`config.mk`:
```
export PLATFORM = sky130hd
export DESIGN_NAME = led_panel_video_bcm
export DESIGN_NICKNAME = d
export VERILOG_FILES = /design/src/rtl/led_panel_pkg.sv /design/src/rtl/bcm_plane_timer.sv /design/src/rtl/led_panel_video_bcm.sv
export SDC_FILE = /design/constraint.sdc
export NUM_CORES = 1
export LEC_CHECK = 0
export BUFFER_PORTS_ARGS = -buffer_cell sky130_fd_sc_hd__buf_4
export CORE_MARGIN = 3
export CORE_UTILIZATION = 27
export CTS_CLUSTER_SIZE = 24
export DETAILED_ROUTE_END_ITERATION = 6
export GPL_TIMING_DRIVEN = 0
export PLACE_DENSITY = 0.53
export SETUP_SLACK_MARGIN = 0.15
export SLEW_MARGIN = 20
export SYNTH_ARGS = -nofsm -noshare
export SYNTH_HDL_FRONTEND = slang
export SYNTH_SLANG_ARGS = --single-unit
```
`constraint.sdc`:
```
create_clock -name clk -period 4 [get_ports clk]
set_clock_uncertainty 0.15 [all_clocks]
set_input_delay 0.4 -clock clk [delete_from_list [all_inputs] [get_ports clk]]
set_output_delay 0.4 -clock clk [all_outputs]
set_load 0.005 [all_outputs]
```
`src/rtl/led_panel_pkg.sv`:
```
// Shared definitions for the LED panel BCM driver: FSM state encoding and
// the layout of colour channels inside the 6*COLOR_BITS pixel word.
package led_panel_pkg;

  typedef enum logic [2:0] {
    ST_IDLE,
    ST_SHIFT,
    ST_BLANK,
    ST_LATCH,
    ST_SHOW,
    ST_NEXT
  } state_t;

  // Channel slots in mem_data, counted in COLOR_BITS-wide fields from the LSB.
  localparam int F_LB     = 0;
  localparam int F_LG     = 1;
  localparam int F_LR     = 2;
  localparam int F_UB     = 3;
  localparam int F_UG     = 4;
  localparam int F_UR     = 5;
  localparam int N_FIELDS = 6;

endpackage

```
`src/rtl/bcm_plane_timer.sv`:
```
// Display-time counter for one bit plane: divides clk into LP ticks of
// 2*CLK_DIV cycles and flags the last cycle of BASE_DELAY<<plane ticks.
module bcm_plane_timer #(
  parameter int COLOR_BITS = 8,
  parameter int CLK_DIV    = 3,
  parameter int BASE_DELAY = 10
) (
  input  logic                                          clk,
  input  logic                                          rst,
  input  logic                                          en,
  input  logic [((COLOR_BITS > 1) ? $clog2(COLOR_BITS) : 1)-1:0] plane,
  output logic                                          done
);

  localparam int TICK    = 2 * CLK_DIV;
  localparam int DIV_W   = $clog2(TICK);
  localparam int MAX_DLY = BASE_DELAY << (COLOR_BITS - 1);
  localparam int DLY_W   = $clog2(MAX_DLY + 1);

  logic [DIV_W-1:0] div_q;
  logic [DLY_W-1:0] dly_q;
  logic [DLY_W-1:0] target;
  logic             tick_end;

  assign target   = DLY_W'(BASE_DELAY) << plane;
  assign tick_end = (div_q == DIV_W'(TICK - 1));
  assign done     = en && tick_end && (dly_q == target - 1'b1);

  // Counters sit at zero whenever the panel is not showing, so the first
  // enabled cycle is cycle 0 of tick 0.
  always_ff @(posedge clk) begin
    if (rst || !en) begin
      div_q <= '0;
      dly_q <= '0;
    end else if (tick_end) begin
      div_q <= '0;
      dly_q <= dly_q + 1'b1;
    end else begin
      div_q <= div_q + 1'b1;
    end
  end

endmodule

```
`src/rtl/led_panel_video_bcm.sv`:
```
// HUB75-style LED panel driver with binary-coded-modulation bit planes and
// multi-frame video playback. Optional macro LED_PANEL_PAUSE_EN adds a pause input.
module led_panel_video_bcm
  import led_panel_pkg::*;
#(
  parameter int PANEL_COLS        = 64,
  parameter int SCAN_ROWS         = 32,
  parameter int COLOR_BITS        = 8,
  parameter int N_FRAMES          = 20,
  parameter int REFRESH_PER_FRAME = 4,
  parameter int CLK_DIV           = 3,
  parameter int BASE_DELAY        = 10
) (
  input  logic                                                  clk,
  input  logic                                                  rst,
  input  logic                                                  init,
`ifdef LED_PANEL_PAUSE_EN
  input  logic                                                  pause,
`endif
  output logic [$clog2(N_FRAMES*SCAN_ROWS*PANEL_COLS)-1:0]      mem_addr,
  input  logic [6*COLOR_BITS-1:0]                               mem_data,
  output logic                                                  LP_CLK,
  output logic                                                  LATCH,
  output logic                                                  NOE,
  output logic [$clog2(SCAN_ROWS)-1:0]                          ROW,
  output logic [2:0]                                            RGB0,
  output logic [2:0]                                            RGB1,
  output logic [((N_FRAMES > 1) ? $clog2(N_FRAMES) : 1)-1:0]    frame_idx,
  output logic                                                  frame_done
);

  localparam int AW  = $clog2(N_FRAMES * SCAN_ROWS * PANEL_COLS);
  localparam int RW  = $clog2(SCAN_ROWS);
  localparam int CW  = $clog2(PANEL_COLS);
  localparam int FW  = (N_FRAMES > 1) ? $clog2(N_FRAMES) : 1;
  localparam int PW  = (COLOR_BITS > 1) ? $clog2(COLOR_BITS) : 1;
  localparam int RCW = (REFRESH_PER_FRAME > 1) ? $clog2(REFRESH_PER_FRAME) : 1;
  localparam int SCW = $clog2(2 * CLK_DIV);

  state_t           state;
  logic [SCW-1:0]   sc;
  logic [CW-1:0]    col;
  logic [RW-1:0]    row;
  logic [PW-1:0]    plane;
  logic [RCW-1:0]   rcnt;

  logic [SCW-1:0]   sc_nx;
  logic [CW-1:0]    col_nx;
  logic             show_done;
  logic             pause_i;

  logic [COLOR_BITS-1:0] ch [N_FIELDS];

  logic             last_plane, last_row, last_rcnt, refresh_end, frame_adv, stop;
  logic [PW-1:0]    nx_plane;
  logic [RW-1:0]    nx_row;
  logic [RCW-1:0]   nx_rcnt;
  logic [FW-1:0]    nx_frame;

`ifdef LED_PANEL_PAUSE_EN
  assign pause_i = pause;
`else
  assign pause_i = 1'b0;
`endif

  function automatic logic [AW-1:0] pix_addr(input logic [FW-1:0] f,
                                             input logic [RW-1:0] r,
                                             input logic [CW-1:0] c);
    return AW'(f) * AW'(SCAN_ROWS * PANEL_COLS) + AW'({r, c});
  endfunction

  assign sc_nx  = sc + 1'b1;
  assign col_nx = col + 1'b1;

  always_comb begin
    for (int f = 0; f < N_FIELDS; f++) begin
      ch[f] = mem_data[f*COLOR_BITS +: COLOR_BITS];
    end
  end

  // Plane/row/refresh/frame carry chain evaluated for the NEXT state.
  always_comb begin
    last_plane  = (plane == PW'(COLOR_BITS - 1));
    last_row    = (row == RW'(SCAN_ROWS - 1));
    last_rcnt   = (rcnt == RCW'(REFRESH_PER_FRAME - 1));
    refresh_end = last_plane && last_row;
    frame_adv   = refresh_end && last_rcnt && !pause_i;
    stop        = refresh_end && !init;
    nx_plane    = last_plane ? '0 : plane + 1'b1;
    nx_row      = row;
    if (last_plane) nx_row = last_row ? '0 : row + 1'b1;
    nx_rcnt     = rcnt;
    if (refresh_end) nx_rcnt = last_rcnt ? '0 : rcnt + 1'b1;
    nx_frame    = frame_idx;
    if (frame_adv) nx_frame = (frame_idx == FW'(N_FRAMES - 1)) ? '0 : frame_idx + 1'b1;
  end

  bcm_plane_timer #(
    .COLOR_BITS (COLOR_BITS),
    .CLK_DIV    (CLK_DIV),
    .BASE_DELAY (BASE_DELAY)
  ) u_timer (
    .clk   (clk),
    .rst   (rst),
    .en    (state == ST_SHOW),
    .plane (plane),
    .done  (show_done)
  );

  always_ff @(posedge clk) begin
    if (rst) begin
      state      <= ST_IDLE;
      sc         <= '0;
      col        <= '0;
      row        <= '0;
      plane      <= '0;
      rcnt       <= '0;
      frame_idx  <= '0;
      mem_addr   <= '0;
      LP_CLK     <= 1'b0;
      LATCH      <= 1'b0;
      NOE        <= 1'b1;
      ROW        <= '0;
      RGB0       <= '0;
      RGB1       <= '0;
      frame_done <= 1'b0;
    end else begin
      frame_done <= 1'b0;
      case (state)
        ST_IDLE: begin
          NOE    <= 1'b1;
          LP_CLK <= 1'b0;
          if (init) begin
            state    <= ST_SHIFT;
            sc       <= '0;
            col      <= '0;
            row      <= '0;
            plane    <= '0;
            mem_addr <= pix_addr(frame_idx, '0, '0);
          end
        end
        // Slot cycle 0 presents the address, cycle 1 sees the read data.
        ST_SHIFT: begin
          if (sc == SCW'(2 * CLK_DIV - 1)) begin
            sc     <= '0;
            LP_CLK <= 1'b0;
            if (col == CW'(PANEL_COLS - 1)) begin
              state <= ST_BLANK;
              col   <= '0;
              ROW   <= row;
            end else begin
              col      <= col_nx;
              mem_addr <= pix_addr(frame_idx, row, col_nx);
            end
          end else begin
            sc     <= sc_nx;
            LP_CLK <= (sc_nx >= SCW'(CLK_DIV));
            if (sc == SCW'(1)) begin
              RGB0 <= {ch[F_UR][plane], ch[F_UG][plane], ch[F_UB][plane]};
              RGB1 <= {ch[F_LR][plane], ch[F_LG][plane], ch[F_LB][plane]};
            end
          end
        end
        ST_BLANK: begin
          if (sc == SCW'(CLK_DIV - 1)) begin
            sc    <= '0;
            state <= ST_LATCH;
            LATCH <= 1'b1;
          end else begin
            sc <= sc_nx;
          end
        end
        ST_LATCH: begin
          if (sc == SCW'(CLK_DIV - 1)) begin
            sc    <= '0;
            state <= ST_SHOW;
            LATCH <= 1'b0;
            NOE   <= 1'b0;
          end else begin
            sc <= sc_nx;
          end
        end
        ST_SHOW: begin
          if (show_done) begin
            state <= ST_NEXT;
            NOE   <= 1'b1;
          end
        end
        ST_NEXT: begin
          plane      <= nx_plane;
          row        <= nx_row;
          rcnt       <= nx_rcnt;
          frame_idx  <= nx_frame;
          frame_done <= frame_adv;
          if (stop) begin
            state <= ST_IDLE;
          end else begin
            state    <= ST_SHIFT;
            sc       <= '0;
            col      <= '0;
            mem_addr <= pix_addr(nx_frame, nx_row, '0);
          end
        end
        default: state <= ST_IDLE;
      endcase
    end
  end

endmodule
```
==> impl_metrics.ini <==
[run_status]
run_status = finished clean

[floorplan]
io_pins = 87
initial_core_util_pct = 27.90
die_h_um = 129.0
fp.dieArea_sq_mm = 0.01665
core_area_sq_mm = 0.01464
dieWidth_um = 129.0
num_rows = 44

[grt]
grt_util_all_layers_pct = 13.71
antenna_found_initial = 0
grt_pass1_wl_um = 18460
grt_max_degree = 15
grt_overflow_total = 0
grt_pass1_vias = 3789

[synthesis]
ys_top_cells_by_count = dfxtp_1, nor2_1, nand2_1
synth_flop_cell = dfxtp_1
yosys-top-cells-area = dfxtp_1, nor2_1, mux4_2
syn_area_per_cell_sq_um = 8.621
syn-cell-area_sq_mm = 0.004086
synth_area_leader_cell = dfxtp_1
synth_top_area_share_pct = 35.27
synthArstFlopShare_pct = 0
synth_edf_count = 0
synth_cell_type_count = 57
ys_seq_area_share_pct = 35.27
yosys_warnings = 0
ys_ff_latch = 72
syn-instance-count = 474
synth_nets = 541

[run]
maxCapViolations = 0

[route]
wire_per_inst_um = 14.51
wl_um = 11010
via_per_inst = 4.979
vias = 3779
antenna_left = 0
drt_first_pass_iters = 4
drt_iter0_drc = 253
drc = 0

[worst_setup_path]
setup.worst_path.start = plane[2]$_SDFFE_PP0P_
cp-end-kind = flip-flop
critical_path.max_fanout = 10
path_class = reg -> reg
reg2reg_depth = 11
path_buf_inv = 3
crit_required_ns = 4.10
rr_endpoint = state[0]$_SDFFE_PP0P_
cp-start-kind = flip-flop
cp_top_family = compound AO/OA/AOI/OAI gates
cpPeakStageDelay_ns = 0.52
cp_slowest_cell = buf_1
crit_path_frequent_cell = buf_2
worstPathCellList = buf_2 > buf_2 > buf_1 > nand2b_1 > ha_1 > xor2_1 > o21ai_0 > a2111o_1 > a2111oi_2 > o2111ai_1 > a211oi_2
cp.arrival_ns = 3.61
reg2reg_from = plane[2]$_SDFFE_PP0P_
r2r_slack_ns = 0.49

[power_and_ir_drop]
p_leak_uw = 0.001984
ir_drop_mv = 0.1678
power.density_mw_per_mm2 = 329.9

[clock_tree]
clock_sinks = 72
clockBufferDepth = 2
cts_max_level = 3
cts_tree = done
cts_root_buf = clkbuf_16
cts_made_buffers = 9
cts.reportedPaths.clkPinSlew_ns = 0.06
cts_setup_buffers = 0
cts_hold_buf = 0
clk_latency_ns = 0.33

[min_path]
hold_start = u_timer.div_q[0]$_SDFF_PP0_
hp-class = reg -> reg
whs_path_depth = 1
min_to = u_timer.div_q[0]$_SDFF_PP0_

[sta]
tightestPinTransition_ns = 0.8070
rsz0062_at_grt = no
whs_ns = 0.3006
slew_viol_final = 0
timing.setup.tns_ns = 0
hold_viol = 0
min_period_ns = 3.510
slew_headroom_pct = 45.70
setup_viol = 0
fmax_mhz = 284.9
fin_ws_ns = 0.4904
min_period_over_period_pct = 87.74

[placement]
pre_cts_slack_ns = 0.1758
place_inst = 743
gp_congestion = 0.8702
port_buffers = 85
hpwl_um = 8467
postPlaceCellArea_sq_mm = 0.004955

[cells_and_area]
fin_nets = 637
final_area_sq_mm = 0.005265
area_delta_synth_final_pct = 28.84
final.fill_count = 1535
antenna_cells = 0
drive_above_1_share_pct = 24.52
final_cells = 759
==> logic make-up after synthesis <==
kind of cell / Yosys count / share of synthesized area [%]
buffers and inverters: 40 / 4.287
adder cells (fa/ha/maj): 16 / 4.899
multiplexers: 33 / 11.79
flip-flops: 72 / 35.27
XOR/XNOR: 25 / 5.358
AO/OA/AOI/OAI: 103 / 16.17
AND/OR/NAND/NOR: 185 / 22.23
==> worst max-delay path by stage <==
stage               cells after the start  slack, ns                     to
detailed placement                     12       0.18  state[0]$_SDFFE_PP0P_
global route                           11       0.18  state[0]$_SDFFE_PP0P_
global placement                       12       0.22  state[0]$_SDFFE_PP0P_
CTS                                    12       0.16  state[0]$_SDFFE_PP0P_
finish                                 11       0.49  state[0]$_SDFFE_PP0P_
floorplan                              12       0.85  state[0]$_SDFFE_PP0P_
==> power breakdown <==
group          switching, uW  leakage (uW)  internal [uW]  total, uW
logic                   95.1       0.00126           84.6        180
registers               10.0      0.000581            732        742
clock network            327      0.000146            488        815
==> stage by stage <==
stage / power (uW) / utilization (%)
after floorplan: 852.3 / -
after global placement: 936.2 / 33.83
after global routing: 1806 / 35.95
after detailed placement: 938.1 / 33.83
after CTS: 1757 / 35.90
final: 1737 / 35.95
==> layout by cell type, fill, tap and decap left out, types with 6 or more instances in the layout <==
cell,instances
dfxtp_1,72
nand2b_1,7
clkbuf_1,14
a21oi_1,40
mux2i_1,20
ha_1,16
buf_2,10
o21ai_0,15
nor3_1,10
nand3_1,10
xor2_1,11
xnor2_1,14
nand4_1,7
buf_4,86
a211oi_1,14
nand2_1,41
nor2_1,71
clkbuf_16,9
or3_1,6
inv_1,9
mux4_2,12
a22oi_1,9
==> area by class of cell <==
cell class | instances | area (sq um) | area share (%)
Buffer | 31 | 146.4 | 2.780
Clock buffer | 9 | 225.2 | 4.278
Clock inverter | 7 | 77.57 | 1.473
Inverter | 9 | 33.78 | 0.6416
Multi-Input combinational cell | 362 | 2472 | 46.96
Sequential cell | 72 | 1441 | 27.38
Tap cell | 184 | 230.2 | 4.373
Timing Repair Buffer | 85 | 638.1 | 12.12
==> what timing repair did <==
| action | in CTS | in global routing |
|---|---|---|
| endpoints found under the setup margin | 0 | 2 |
| endpoints found under the hold margin | 0 | 0 |
| resized for setup | 0 | 6 |
==> state kept, by name (all words and copies together) (netlist names), 5 cells and up <==
| signal | cells |
|---|---|
| frame_idx | 5 |
| row | 5 |
| mem_addr | 16 |
| col | 6 |
| ROW | 5 |
| u_timer.dly_q | 11 |
==> per-layer routing <==
layer	global-route usage (%)	part of all wire (%)
met5	0	0
met2	22.16	47
met1	18.43	46
met3	2.556	6.5
met4	4.756	0.69
No activity file was read; power rests on OpenSTA's default activity.
